==> src/rtl/tick_pkg.sv <==
// tick_pkg: shared types and widths for the tick divider bank
package tick_pkg;
  typedef enum logic {IDLE, RUN} chan_state_t;
  typedef enum logic {PERIODIC, ONESHOT} tick_mode_t;
  localparam int TS_WIDTH = 32;
endpackage

==> src/rtl/tick_channel.sv <==
// tick_channel: one programmable divider with periodic or one-shot mode
module tick_channel
  import tick_pkg::*;
#(
  parameter int WIDTH = 24
) (
  input  logic             int_osc,
  input  logic             reset,
  input  logic             wr,
  input  logic [WIDTH-1:0] wr_period,
  input  logic             wr_mode,
  input  logic             wr_start,
  input  logic             stop,
  output logic             tick,
  output logic             busy,
  output logic [WIDTH-1:0] count
);
  chan_state_t      state, state_n;
  tick_mode_t       mode;
  logic [WIDTH-1:0] period, period_m1, count_n;
  logic             tick_n, term, start;
  always_ff @(posedge int_osc or negedge reset)
    if (!reset) begin
      state  <= IDLE;
      mode   <= PERIODIC;
      period <= '0;
      count  <= '0;
      tick   <= 1'b0;
    end else begin
      state <= state_n;
      count <= count_n;
      tick  <= tick_n;
      if (wr) begin
        period <= wr_period;
        mode   <= tick_mode_t'(wr_mode);
      end
    end
  // period 0 wraps to all-ones here, giving a full 2^WIDTH cycle
  assign period_m1 = period - WIDTH'(1);
  assign term      = count >= period_m1;
  assign start     = wr && wr_start;
  always_comb begin
    state_n = stop ? IDLE : start ? RUN : (state == RUN && term && mode == ONESHOT) ? IDLE : state;
    count_n = (stop || start || state == IDLE || term) ? '0 : count + WIDTH'(1);
    tick_n  = !stop && !start && state == RUN && term;
  end
  always_comb busy = state == RUN;
endmodule

==> src/rtl/tick_divider_bank.sv <==
// tick_divider_bank: NCH independent tick dividers plus a free-running timestamp
module tick_divider_bank
  import tick_pkg::*;
#(
  parameter int  NCH   = 4,
  parameter int  WIDTH = 24,
  localparam int CW    = NCH > 1 ? $clog2(NCH) : 1
) (
  input  logic                   int_osc,
  input  logic                   reset,
  input  logic                   wr_en,
  input  logic [CW-1:0]          wr_ch,
  input  logic [WIDTH-1:0]       wr_period,
  input  logic                   wr_mode,
  input  logic                   wr_start,
  input  logic [NCH-1:0]         stop,
  output logic [NCH-1:0]         tick,
  output logic [NCH-1:0]         busy,
  output logic [NCH*WIDTH-1:0]   count,
  output logic [TS_WIDTH-1:0]    timestamp
);
  always_ff @(posedge int_osc or negedge reset)
    if (!reset) timestamp <= '0;
    else timestamp <= timestamp + TS_WIDTH'(1);
  // out-of-range channel numbers match no decode and are dropped
  for (genvar i = 0; i < NCH; i++) begin : g_ch
    tick_channel #(.WIDTH(WIDTH)) u_ch (
      .int_osc  (int_osc),
      .reset    (reset),
      .wr       (wr_en && wr_ch == CW'(i)),
      .wr_period(wr_period),
      .wr_mode  (wr_mode),
      .wr_start (wr_start),
      .stop     (stop[i]),
      .tick     (tick[i]),
      .busy     (busy[i]),
      .count    (count[i*WIDTH +: WIDTH])
    );
  end
endmodule

==> config.mk <==
export PLATFORM = sky130hd
export DESIGN_NAME = tick_divider_bank
export DESIGN_NICKNAME = d
export VERILOG_FILES = /design/src/rtl/tick_pkg.sv /design/src/rtl/tick_channel.sv /design/src/rtl/tick_divider_bank.sv
export SDC_FILE = /design/constraint.sdc
export NUM_CORES = 1
export LEC_CHECK = 0
export ABC_AREA = 1
export BUFFER_PORTS_ARGS = -buffer_cell sky130_fd_sc_hd__buf_2
export CAP_MARGIN = 5
export CORE_MARGIN = 2
export CORE_UTILIZATION = 60
export CTS_CLUSTER_DIAMETER = 60
export DETAILED_ROUTE_END_ITERATION = 8
export GPL_ROUTABILITY_DRIVEN = 0
export PLACE_DENSITY = 0.87
export SYNTH_ARGS = -nofsm -noshare
export SYNTH_HDL_FRONTEND = slang
export SYNTH_SLANG_ARGS = --single-unit
==> constraint.sdc <==
create_clock -name int_osc -period 4 [get_ports int_osc]
set_clock_uncertainty 0.05 [all_clocks]
set_input_delay 0.4 -clock int_osc [delete_from_list [all_inputs] [get_ports int_osc]]
set_output_delay 0.4 -clock int_osc [all_outputs]
set_load 0.01 [all_outputs]
Word level (Yosys, flattened, before mapping)
Index checks and enable logic that the tools add are counted.
Storage, ports and cells
  flip-flop bits (word level): 236
  output and inout bits: 136
  word-level logic and storage cells: 110
Cells by class
  add/subtract/negate cells: 9
  order comparisons: 4
  eq/ne operators: 3
  mux-type cells: 16
  bitwise gates (word level): 4
  reductions and logical operators: 53
Operators with widths (number)
  $add 24x1->24 const B: 4
  $ge 24x24->1: 4
  $mux 24: 4
  $sub 24x1->24 const B: 4
  $add 32x1->32 const B: 1
  $logic_and 1x1->1: 28
  $logic_or 1x1->1: 12
  $mux 1: 12
  $reduce_bool 3->1: 4
  $logic_not 1->1: 8
  $eq 2x2->1 const B: 2
  $not 1->1: 4
  $eq 2x1->1 const B: 1
  $logic_not 2->1: 1

Longest topological paths before layout
Gate-level depths: netlist of run 1.
  depth after elaboration: 7
  depth in mapped cells: 21
  depth with buffers taken out: 20

Hierarchy
A second synthesis of run 1 with hierarchy kept.
Second synthesis, totals
  cells, all modules: 2016
  area, all modules: 15367.2 µm²
Modules (own cells, without submodules)
  tick_channel (g_ch[0].u_ch ...): instances 2, cells an instance 443, area each 3375.7 µm², sequential area each 1276.2 µm²
  tick_channel (g_ch[3].u_ch): instances 1, cells an instance 454, area each 3448.3 µm², sequential area each 1276.2 µm²
  tick_channel (g_ch[1].u_ch): instances 1, cells an instance 448, area each 3420.8 µm², sequential area each 1276.2 µm²
  tick_divider_bank: instances 1, cells an instance 228, area each 1746.7 µm², sequential area each 800.8 µm²

Worst setup path after synthesis of run 1
OpenSTA, ideal clock, no wires.
  path type: reg2reg
  start: register g_ch[1].u_ch.period[0]
  end: register g_ch[1].u_ch.state
  setup time: 0.123 ns
  arrival time: 2.580 ns
  required time: 3.827 ns
  setup slack: 1.247 ns
  stages on the path, launching flop included: 21
  buffers on the path: 1
  clock period less this slack: 2.753 ns
  path through: dfrtp_1 -> inv_1 -> ha_1 -> nand3_1 -> nor2_2 -> nand2_1 -> nor2_1 -> nand2_1 -> nand2_1 -> inv_1 -> nor2_1 -> inv_1 -> ha_1 -> nand4_1 -> nor2_1 -> nand2_1 -> nor2_1 -> nand2_1 -> nand3_1 -> buf_2 -> nand2_1
Between the ends
  word-level cells in the longest chain between the ends: 5
Ends and longest elaborated chain
  from (decl): line tick_channel.sv:20  | logic [WIDTH-1:0] period, period_m1, count_n;
  from (signal assigned): line tick_channel.sv:34  | period <= wr_period;
  $sub 24x1->24: line tick_channel.sv:39  | assign period_m1 = period - WIDTH'(1);
  $ge 24x24->1: line tick_channel.sv:40  | assign term = count >= period_m1;
  $logic_and 1x1->1 (2 in a row): line tick_channel.sv:43  | state_n = stop ? IDLE : start ? RUN : (state == RUN && term && mode == ONESHOT) ? IDLE : state;
  $reduce_bool 3->1 (no line)
  to (signal assigned): line tick_channel.sv:30  | state <= state_n;
  to (decl): line tick_channel.sv:18  | chan_state_t state, state_n;
No other way between the ends.
A chain may end at the register's enable or synchronous reset.

Final worst setup path of run 1
  start: register g_ch[1].u_ch.period[0]
  end: register g_ch[1].u_ch.count[13]
Between the ends
  word-level cells in the longest chain between the ends: 4
Ends and longest elaborated chain
  $sub 24x1->24: line tick_channel.sv:39
  $ge 24x24->1: line tick_channel.sv:40
  $logic_or 1x1->1: line tick_channel.sv:44  | count_n = (stop || start || state == IDLE || term) ? '0 : count + WIDTH'(1);
  $mux 24: line tick_channel.sv:44
  named net g_ch[1].u_ch.count_n[13]: line tick_channel.sv:20
  to (signal assigned): line tick_channel.sv:31  | count <= count_n;
  to (decl): line tick_channel.sv:16  | output logic [WIDTH-1:0] count
The timed path passes the listed nets, and every way through them passes these cells.

==> results by group, run 1 <==
Placement
  – Post-detail-place hpwl: ~30 mm
  – Port Buffers: 170

Yosys
  – Largest family of logic cells by synthesized area: simple AND/OR/NAND/NOR gates
  – Sequential-to-total area share from yosys stat: between 30% and 40%
  – Post-synthesis compound-gate area fraction: between 5 and 6%
  – Area share of fa/ha/maj cells after synthesis: between 8 and 9%
  – Ys async rst share: 100%
  – Area share of and/or/nand/nor cells after synthesis: 29.1%
  – Post-synth EDFFs: 0
  – Cell variety after synth: 35
  – Synth top area cells: dfrtp_1, nand2_1, nor2_1, ha_1, xor2_1
  – Post-Syn Nets: roughly 2200
  – Top-area cell type share of the netlist area: about 39%
  – Mapped Area: between 15000 and 20000 sq um
  – Syn. warnings: 0
  – Mux contribution to synthesized area: 0%
  – Post-synth top flop: dfrtp_1
  – Cell taking the most area after synthesis: dfrtp_1
  – Xor/xnor share of the synthesized area: 10.1%
  – Avg Cell Area, Syn: 7.45 sq um
  – Cells after synthesis: slightly above 2000
  – Synthesized flop and latch total: between 200 and 250

Timing
  – Final Cycle Share: 81.9%
  – RSZ-0062 raised after global routing: no
  – Fmax: 305 MHz
  – Slew HR: a little over half
  – Least-Margin Pin Slew: between 0.7 and 0.8 ns
  – Pins Over Slew Limit: 0
  – Setup violators final: 0
  – Final setup TNS: 0 ns
  – Crit path time final: about 3.3 ns
  – Hold Slack: about 0.023 ns
  – Hold Vio Cnt, Final: 0

Global routing
  – First-pass GRT wire length: roughly 66 mm
  – Antenna violations before repair: 4
  – Tot GR Track Use: between 30% and 40%
  – Number of global-route vias before repair: around 14000
  – GR Overflow Total: 0
  – Largest net degree at the start of global routing: 110

Clocking
  – Later-pin clock latency in the skew report: around 0.55 ns
  – Bufs on Longest Clock Path: 3
  – Root buf cell: clkbuf_16
  – CTS Sinks: 236
  – CTS clk-pin slew, worst paths: roughly 0.06 ns
  – Post-CTS Resized: 0
  – H-tree Lvls: 1
  – CTS tree: built
  – Num CTS Buffers: 27

Layout
  – Fillers: just over 2000
  – Most frequent cells in the layout: nand2_1, nor2_1, dfrtp_1
  – Layout area overhead: 13.6%
  – Final layout net count: approximately 2300
  – Most common cell after layout, fill and taps aside: nand2_1
  – Fraction of layout cells with a size suffix above 1: a little under an eighth
  – Fin util: slightly below 70%

Setup path
  – Critical path's slowest cell: dfrtp_1
  – Worst path cell trace: inv_1, ha_1, nand3_1, nor2_2, nand2_1, nor2_1, nand2_1, nand2_1, inv_1, nor2_1, inv_1, ha_1, nand4_1, nor2_1, nand2_1, nor2_1, nand2_1, nand3_1, buf_4, nor2_1
  – Critical Path AT: 3.64 ns
  – Setup CP Type: reg2reg
  – Worst setup SP type: flop
  – Worst Path Max Fanout: 25
  – Max incr delay on CP: 0.38 ns
  – Critical Path RT: between 4 and 5 ns
  – CP endpoint kind: flop

Detailed routing
  – Wire per inst: roughly 15 microns
  – Vias: around 14000
  – # DRC: 0
  – Routed Antenna Nets: 0
  – Initial DRT Pass Iterations: 6
  – Vias per cell: between 5 and 6
  – DRT iter0 DRCs: 1200
  – Routed WL: around 40 mm

Power
  – Maximum vdd drop: between 300 and 400 uV
  – Power per cell area: roughly 370 nW/um^2
  – Leakage power: ~8.6 nW

Outcome
  – Outcome: completed

Floorplanning
  – Die Width: 163 microns
  – Die Span Y: approximately 160 microns
  – Die ar.: approximately 26000 sq um
  – FP Rows: between 50 and 60
  – Core area: around 25000 sq um
  – # IOs: approximately 170
  – Initial core utilization: between 60% and 70%

Min path
  – HP Class: in2reg

Flow run
  – MaxCap Viol Count: 0
-- final timing paths --
| path | slack (ns) | endpoint | cells after the start | start |
|---|---|---|---|---|
| hold reg to reg | 0.42 | timestamp[31]$_DFF_PN0_ | 1 | timestamp[31]$_DFF_PN0_ |
| setup / recovery | 0.73 | g_ch[1].u_ch.count[13]$_DFF_PN0_ | 20 | g_ch[1].u_ch.period[0]$_DFFE_PN0P_ |
| min in group asynchronous | 0.37 | g_ch[3].u_ch.count[4]$_DFF_PN0_ | 2 | reset |
| hold / removal | 0.02 | g_ch[0].u_ch.period[22]$_DFFE_PN0P_ | 3 | wr_period[22] |
| max in group asynchronous | 2.44 | g_ch[1].u_ch.mode$_DFFE_PN0P_ | 3 | reset |
| setup reg to reg | 0.73 | g_ch[1].u_ch.count[13]$_DFF_PN0_ | 20 | g_ch[1].u_ch.period[0]$_DFFE_PN0P_ |
-- registers in the layout, summed over array words and instances, names as in the netlist --
name / cells
g_ch.u_ch.count: 96
g_ch.u_ch.period: 96
timestamp: 32
g_ch.u_ch.busy: 4
g_ch.u_ch.mode: 4
g_ch.u_ch.tick: 4
-- metal layers --
metal  wire length, microns  track usage [%]
met4                   1370             11.3
met3                   2900             5.40
met1                  16500             38.9
met2                  18800             52.2
met5                     31                0
-- worst max-delay path, delay by kind of cell (launching register included) --
family | cells | cell delay [ns]
simple gates | 14 | 1.73
fa+ha+maj | 2 | 0.51
buf+inv | 4 | 0.48
flops | 1 | 0.38
-- logic make-up after synthesis --
kind of cell	after synthesis
and+or+nand+nor	1067
buffers and inverters	284
DFF	236
xor gates and xnor gates	174
AOI/OAI and AO/OA	163
adders and majority gates	105
-- cells in the mapped netlist, drive strengths merged (2+ instances only) --
cell type	number
a21o	9
a21oi	37
and2	4
and3	2
buf	17
clkbuf	18
dfrtp	236
ha	105
inv	249
nand2	508
nand3	85
nand3b	3
nand4	34
nor2	366
nor3	56
nor3b	2
nor4	3
o21a	3
o21ai	108
o21bai	4
or2	4
xnor2	53
xor2	121
-- cell type report --
| type | instances | area, sq um | area share [%] |
|---|---|---|---|
| well taps | 330 | 413 | 2.40 |
| flip-flops and latches | 236 | 5910 | 34.4 |
| repair buffers | 178 | 936 | 5.45 |
| multi-input cells | 1509 | 8090 | 47.1 |
| clock inverters | 15 | 146 | 0.852 |
| diodes | 5 | 12.5 | 0.0728 |
| inverters | 249 | 935 | 5.44 |
| clock buffers | 34 | 742 | 4.32 |
-- stage by stage --
stage / std cells / area [sq um] / worst slack (ns) / power, mW
detailed placement: 2501 / 16300 / 0.802 / 3.95
finish: 2556 / 17200 / 0.725 / 6.42
global placement: 2501 / 16300 / 0.877 / 3.88
global route: 2551 / 17200 / 0.324 / 6.75
CTS: 2551 / 17200 / 0.750 / 6.44
floorplan: 2029 / 15100 / 1.25 / 3.60
-- power by group --
part / leakage [nW] / switching (mW) / internal (mW)
sequential: 3.13 / 0.219 / 2.56
combinational: 5.04 / 0.731 / 0.427
clock: 0.443 / 1.03 / 1.45
total: 8.61 / 1.98 / 4.44
-- repair_timing --
action / 4_1_cts / 5_1_grt
endpoints found under the hold margin: 87 / 0
buffers inserted: 0 / 0
hold buffers: 1 / 0
Power figures use the tool's default switching activity.
==> inputs of run 2 (changes only) <==
CORE_UTILIZATION = 54   (was 60)
PLACE_DENSITY = 0.82   (was 0.87)
clock period = 2.7 ns   (was 4 ns; I/O delays follow)
==> run 2 against run 1 <==
  * The flow now finishes with violations (setup timing)
  * Core utilization up 3.3 points
  * Maximum frequency up 14%
  * Combinational power up 130%
  * Sequential share of layout area down 4.7 points
  * Register-to-register slack worse by 0.90 ns
==> results by group, run 2 (synthesis results as in run 1) <==
Layout
  – Top flop regs: g_ch.u_ch.count: 96 flops, g_ch.u_ch.period: 96 flops, timestamp: 32 flops
  – Fillers: 2038
  – Fin util: 72.1%
  – Most frequent cells in the layout: nand2_1, dfrtp_1, inv_1, nor2_1, buf_2
  – Final layout net count: about 2500
  – Ant. Diodes: 0
  – Sequential Area: ~5900 sq um
  – Fin cells: approximately 2800
  – Fraction of layout cells with a size suffix above 1: 27.4%
  – Layout area overhead: 32.1%
  – Multi-input gate area: ~9300 sq um
  – Most common cell after layout, fill and taps aside: nand2_1

Detailed routing
  – Vias per cell: between 5 and 6
  – Initial DRT Pass Iterations: 5
  – DRT iter0 DRCs: around 1400
  – Vias: ~15000
  – Routed Antenna Nets: 0
  – # DRC: 0
  – Routed WL: about 46 mm
  – Wire per inst: 16.8 microns

Global routing
  – Largest net degree at the start of global routing: 75
  – Tot GR Track Use: between 20% and 30%
  – GR Overflow Total: 0
  – Antenna violations before repair: 1
  – Number of global-route vias before repair: approximately 14000
  – First-pass GRT wire length: 68.7 mm

Clocking
  – H-tree Lvls: 1
  – Later-pin clock latency in the skew report: 0.55 ns
  – Bufs on Longest Clock Path: 3
  – Num CTS Buffers: 27
  – CTS clk-pin slew, worst paths: around 0.07 ns
  – Root buf cell: clkbuf_16
  – CTS tree: built
  – CTS Sinks: between 200 and 250

Outcome
  – Failing checks: setup timing
  – Outcome: finished, violations left

Placement
  – Post-detail-place hpwl: ~31 mm
  – Placed insts: about 2600
  – Port Buffers: between 150 and 200

Timing
  – Worst setup margin: -0.177 ns
  – Least-Margin Pin Slew: 0.609 ns
  – Pins Over Slew Limit: 0
  – Fmax: between 300 and 400 MHz
  – RSZ-0062 raised after global routing: yes
  – Final Cycle Share: 107%
  – Slew HR: approximately three fifths
  – Hold Vio Cnt, Final: 0
  – Crit path time final: around 2.9 ns
  – Setup violators final: 96

Setup path
  – CP endpoint kind: flop
  – Reg2Reg Setup Slack: -0.18 ns
  – Critical Path RT: 3.12 ns
  – Worst setup SP type: flop
  – Worst Path Max Fanout: 5
  – Worst reg2reg path startpoint: g_ch[1].u_ch.period[3]$_DFFE_PN0P_
  – Setup CP Type: reg2reg
  – Critical Path AT: around 3.3 ns
  – CP Launch Point: g_ch[1].u_ch.period[3]$_DFFE_PN0P_

Power
  – Leakage power: 9.60 nW
  – Design Power: about 11 mW
  – Power per cell area: ~530 nW/um^2
  – Maximum vdd drop: roughly 500 uV

Floorplanning
  – Die Width: about 170 microns
  – Die ar.: approximately 29000 sq um
  – Initial core utilization: between 50% and 60%
  – # IOs: around 170
  – FP Rows: a little over 60
  – Die Span Y: 171 microns
  – Core area: about 28000 sq um

Min path
  – Hold Path Origin: wr_period[12]
  – HP Class: in2reg

Flow run
  – MaxCap Viol Count: 0
## run 2: final timing paths
check                                                       to  cells after the start
min in group asynchronous     g_ch[3].u_ch.count[22]$_DFF_PN0_                      2
max in group asynchronous   g_ch[0].u_ch.period[1]$_DFFE_PN0P_                      3
setup / recovery              g_ch[1].u_ch.count[12]$_DFF_PN0_                     16
setup reg to reg              g_ch[1].u_ch.count[12]$_DFF_PN0_                     16
hold / removal             g_ch[2].u_ch.period[12]$_DFFE_PN0P_                      3
hold reg to reg                         timestamp[0]$_DFF_PN0_                      1
## run 2: timing repair
action                                 in CTS  in global routing
resized for setup                          48                297
hold buffers                               21                  0
endpoints found under the hold margin      92                  0
cloned                                      2                 10
buffers inserted                           11                 49
pin swaps                                  10                 76
setup endpoints to repair                  76                104
## run 2: where the power goes
group,internal [mW],switching (mW)
clock,2.20,1.53
sequential,3.80,0.336
combinational,1.18,1.53
total,7.18,3.40
## run 2: metal layers
layer	vias to the layer above	wire [microns]	part of all wire, %	global-route usage, %
li1	7042	-	-	-
met1	7149	18300	40	36.8
met2	691	22600	49	50.7
met3	147	3560	7.7	4.83
met4	2	1800	3.9	8.55
met5	-	9	0.019	0
## run 2: final cells by class
cell class / instances / area share (%)
clock buffer: 36 / 3.85
clock inverter: 12 / 0.676
inverter: 249 / 4.68
multi-input combinational: 1509 / 46.5
sequential: 236 / 29.6
tap: 378 / 2.37
timing repair buffer: 335 / 12.3
## run 2: per-stage QoR
step / TNS (ns) / cell area, sq um / worst slack [ns] / hold slack (ns)
3_5_place_dp: -9.04 / 16900 / -0.206 / 0.244
4_1_cts: -1.22 / 18300 / -0.0756 / 0.0318
3_3_place_gp: -2.05 / 16900 / -0.0518 / 0.241
5_1_grt: -22.63 / 20000 / -0.306 / 0.0684
6_report: -6.47 / 20000 / -0.177 / 0.0458
2_1_floorplan: 0 / 15100 / 0.0499 / -0.0756
## run 2: critical path, cell delays in order, from the launching register on
cell,delay (ns)
dfrtp_1,0.41
or2_1,0.27
nor2_4,0.14
nand2_4,0.08
nor2_2,0.10
buf_4,0.12
xor2_1,0.16
inv_1,0.07
ha_1,0.29
a21o_1,0.18
nor2_1,0.09
nand2_1,0.07
a21oi_2,0.21
nand3_4,0.12
buf_6,0.16
buf_12,0.13
nor2_1,0.12
==> inputs of run 3 (changes only) <==
CORE_UTILIZATION = 60   (was 54)
PLACE_DENSITY = 0.87   (was 0.82)
clock period = 3.3 ns   (was 2.7 ns; I/O delays follow)
==> run 3 against run 2 <==
  * The flow now finishes without violations
  * Final cell count is 6.9% lower
  * Via count shrank 6.1%
  * Core utilization is 2.5 points lower
  * Critical path depth grew 4
  * Flip-flop and latch count is the same
  * Design area down 13%
  * Sequential share of layout area rose by 4.3 points
  * Routed wire length shrank 12%
  * First-iteration DRC count is 9.2% lower
  * Count of clock-buffer cells in the layout is 2 lower
  * Critical endpoint is now g_ch[1].u_ch.count[8]$_DFF_PN0_
  * Largest power group unchanged
==> results by group, run 3 (synthesis results as in run 1) <==
Layout
  – Final instance area: 17400 sq um
  – Fin util: 69.7%
  – Final layout net count: about 2400
  – Layout area overhead: 15.0%
  – Top flop regs: g_ch.u_ch.count: 96 flops, g_ch.u_ch.period: 96 flops, timestamp: 32 flops
  – Fraction of layout cells with a size suffix above 1: a little under an eighth
  – Fin cells: approximately 2600
  – Most frequent cells in the layout: nand2_1, nor2_1, dfrtp_1
  – Fillers: 2009
  – Most common cell after layout, fill and taps aside: nand2_1

Clocking
  – H-tree Lvls: 1
  – Root buf cell: clkbuf_16
  – CTS clk-pin slew, worst paths: roughly 0.07 ns
  – Bufs on Longest Clock Path: 3
  – Num CTS Buffers: 26
  – CTS tree: built
  – Later-pin clock latency in the skew report: 0.55 ns
  – CTS Sinks: between 200 and 250

Global routing
  – GR Overflow Total: 0
  – Largest net degree at the start of global routing: 97
  – First-pass GRT wire length: a little under 70 mm
  – Tot GR Track Use: 31.3%
  – Number of global-route vias before repair: 13800
  – Antenna violations before repair: 3

Setup path
  – Most frequent CP cell: nand2_1
  – Critical path buffer and inverter count: 4
  – Worst setup SP type: flop
  – Setup CP Type: reg2reg
  – Crit path max-delay family: simple AND/OR/NAND/NOR gates
  – Reg2Reg Setup Slack: approximately 0.28 ns
  – Critical path's slowest cell: dfrtp_1
  – Worst Path Max Fanout: 25
  – Critical Path AT: approximately 3.4 ns
  – Worst path cell trace: inv_1, ha_2, nand3_2, nor2_4, nand2_1, nor2_2, nand2_1, nand2_1, inv_1, nor2_1, inv_1, ha_1, nand4_1, nor2_2, nand2_1, nor2_1, nand2_1, nand3_1, buf_12, nor2_1
  – CP endpoint kind: flop
  – Critical Path RT: roughly 3.7 ns
  – Max incr delay on CP: 0.38 ns

Floorplanning
  – Die Span Y: approximately 160 microns
  – Core area: roughly 25000 sq um
  – # IOs: 171
  – FP Rows: between 50 and 60
  – Initial core utilization: just over 60%
  – Die Width: ~160 microns
  – Die ar.: around 26000 sq um

Timing
  – Fmax: approximately 330 MHz
  – Hold Slack: ~0.011 ns
  – Final setup TNS: 0 ns
  – Final Cycle Share: just over 90%
  – Hold Vio Cnt, Final: 0
  – Slew HR: roughly half
  – Pins Over Slew Limit: 0
  – Worst setup margin: between 0.2 and 0.3 ns
  – Least-Margin Pin Slew: about 0.74 ns
  – Setup violators final: 0
  – Crit path time final: just over 3 ns

Flow run
  – MaxCap Viol Count: 0

Placement
  – Placed cell areas: 16300 sq um
  – Pre-CTS setup slack: between 0.2 and 0.3 ns
  – Port Buffers: 170
  – Placed insts: roughly 2500
  – Post-detail-place hpwl: between 30 and 40 mm

Detailed routing
  – Wire per inst: roughly 16 microns
  – Vias per cell: approximately 5.5
  – Routed Antenna Nets: 0
  – # DRC: 0
  – Vias: approximately 14000
  – DRT iter0 DRCs: 1262
  – Routed WL: about 41 mm
  – Initial DRT Pass Iterations: 8

Power
  – Design Power: between 7 and 8 mW
  – Maximum vdd drop: about 350 uV
  – Power per cell area: between 400 and 500 nW/um^2
  – Leakage power: 8.67 nW

Min path
  – HP Class: in2reg

Outcome
  – Outcome: completed
run 3: cell types whose count changed in the layout (fill, tap and decap cells not counted), sizes merged:
cell,previous run,this run
dlygate4sd3,21,10
diode,0,2
buf,306,184
inv,251,252
clkinv,4,2
clkbuf,44,34
bufinv,2,3
run 3: final timing paths:
kind                                                       endpoint                          startpoint  cells after the start
min in group asynchronous           g_ch[3].u_ch.count[4]$_DFF_PN0_                               reset                      2
worst min-delay path             g_ch[2].u_ch.period[6]$_DFFE_PN0P_                        wr_period[6]                      3
max in group asynchronous       g_ch[2].u_ch.period[20]$_DFFE_PN0P_                               reset                      3
worst min register to register              timestamp[31]$_DFF_PN0_             timestamp[31]$_DFF_PN0_                      1
worst max register to register      g_ch[1].u_ch.count[8]$_DFF_PN0_  g_ch[1].u_ch.period[0]$_DFFE_PN0P_                     20
worst max-delay path                g_ch[1].u_ch.count[8]$_DFF_PN0_  g_ch[1].u_ch.period[0]$_DFFE_PN0P_                     20
run 3: report_power, final:
part	switching (mW)	internal (mW)
clock network	1.24	1.81
logic	0.913	0.541
registers	0.271	3.10
total	2.43	5.46
run 3: repair_timing:
action / in CTS / in global routing
endpoints found under the hold margin: 100 / 0
hold buffers: 10 / 0
gates resized for setup: 0 / 10
buffers inserted: 0 / 0
setup endpoints to repair: 0 / 75
run 3: area by class of cell:
type,instances,area (sq um),area share [%]
antenna,2,5.00,0.0288
tap,330,413,2.37
clock buffer,34,732,4.21
clock inverter,12,165,0.950
timing repair buffer,194,1110,6.37
inverter,249,935,5.38
multi-input combinational,1509,8130,46.7
sequential,236,5910,34.0
run 3: worst register-to-register path, stage by stage, from the launching register on:
cell and delay, ns:
dfrtp_1 0.38, inv_1 0.11, ha_2 0.23, nand3_2 0.13, nor2_4 0.14, nand2_1 0.11, nor2_2 0.14, nand2_1 0.08
nand2_1 0.07, inv_1 0.04, nor2_1 0.09, inv_1 0.05, ha_1 0.29, nand4_1 0.16, nor2_2 0.17, nand2_1 0.07
nor2_1 0.12, nand2_1 0.08, nand3_1 0.13, buf_12 0.18, nor2_1 0.07
run 3: layer usage:
metal	GRT usage, %	part of all wire, %
met1	39.7	41
met2	53.6	48
met3	4.97	6.8
met4	12.6	4.4
met5	0	0.032
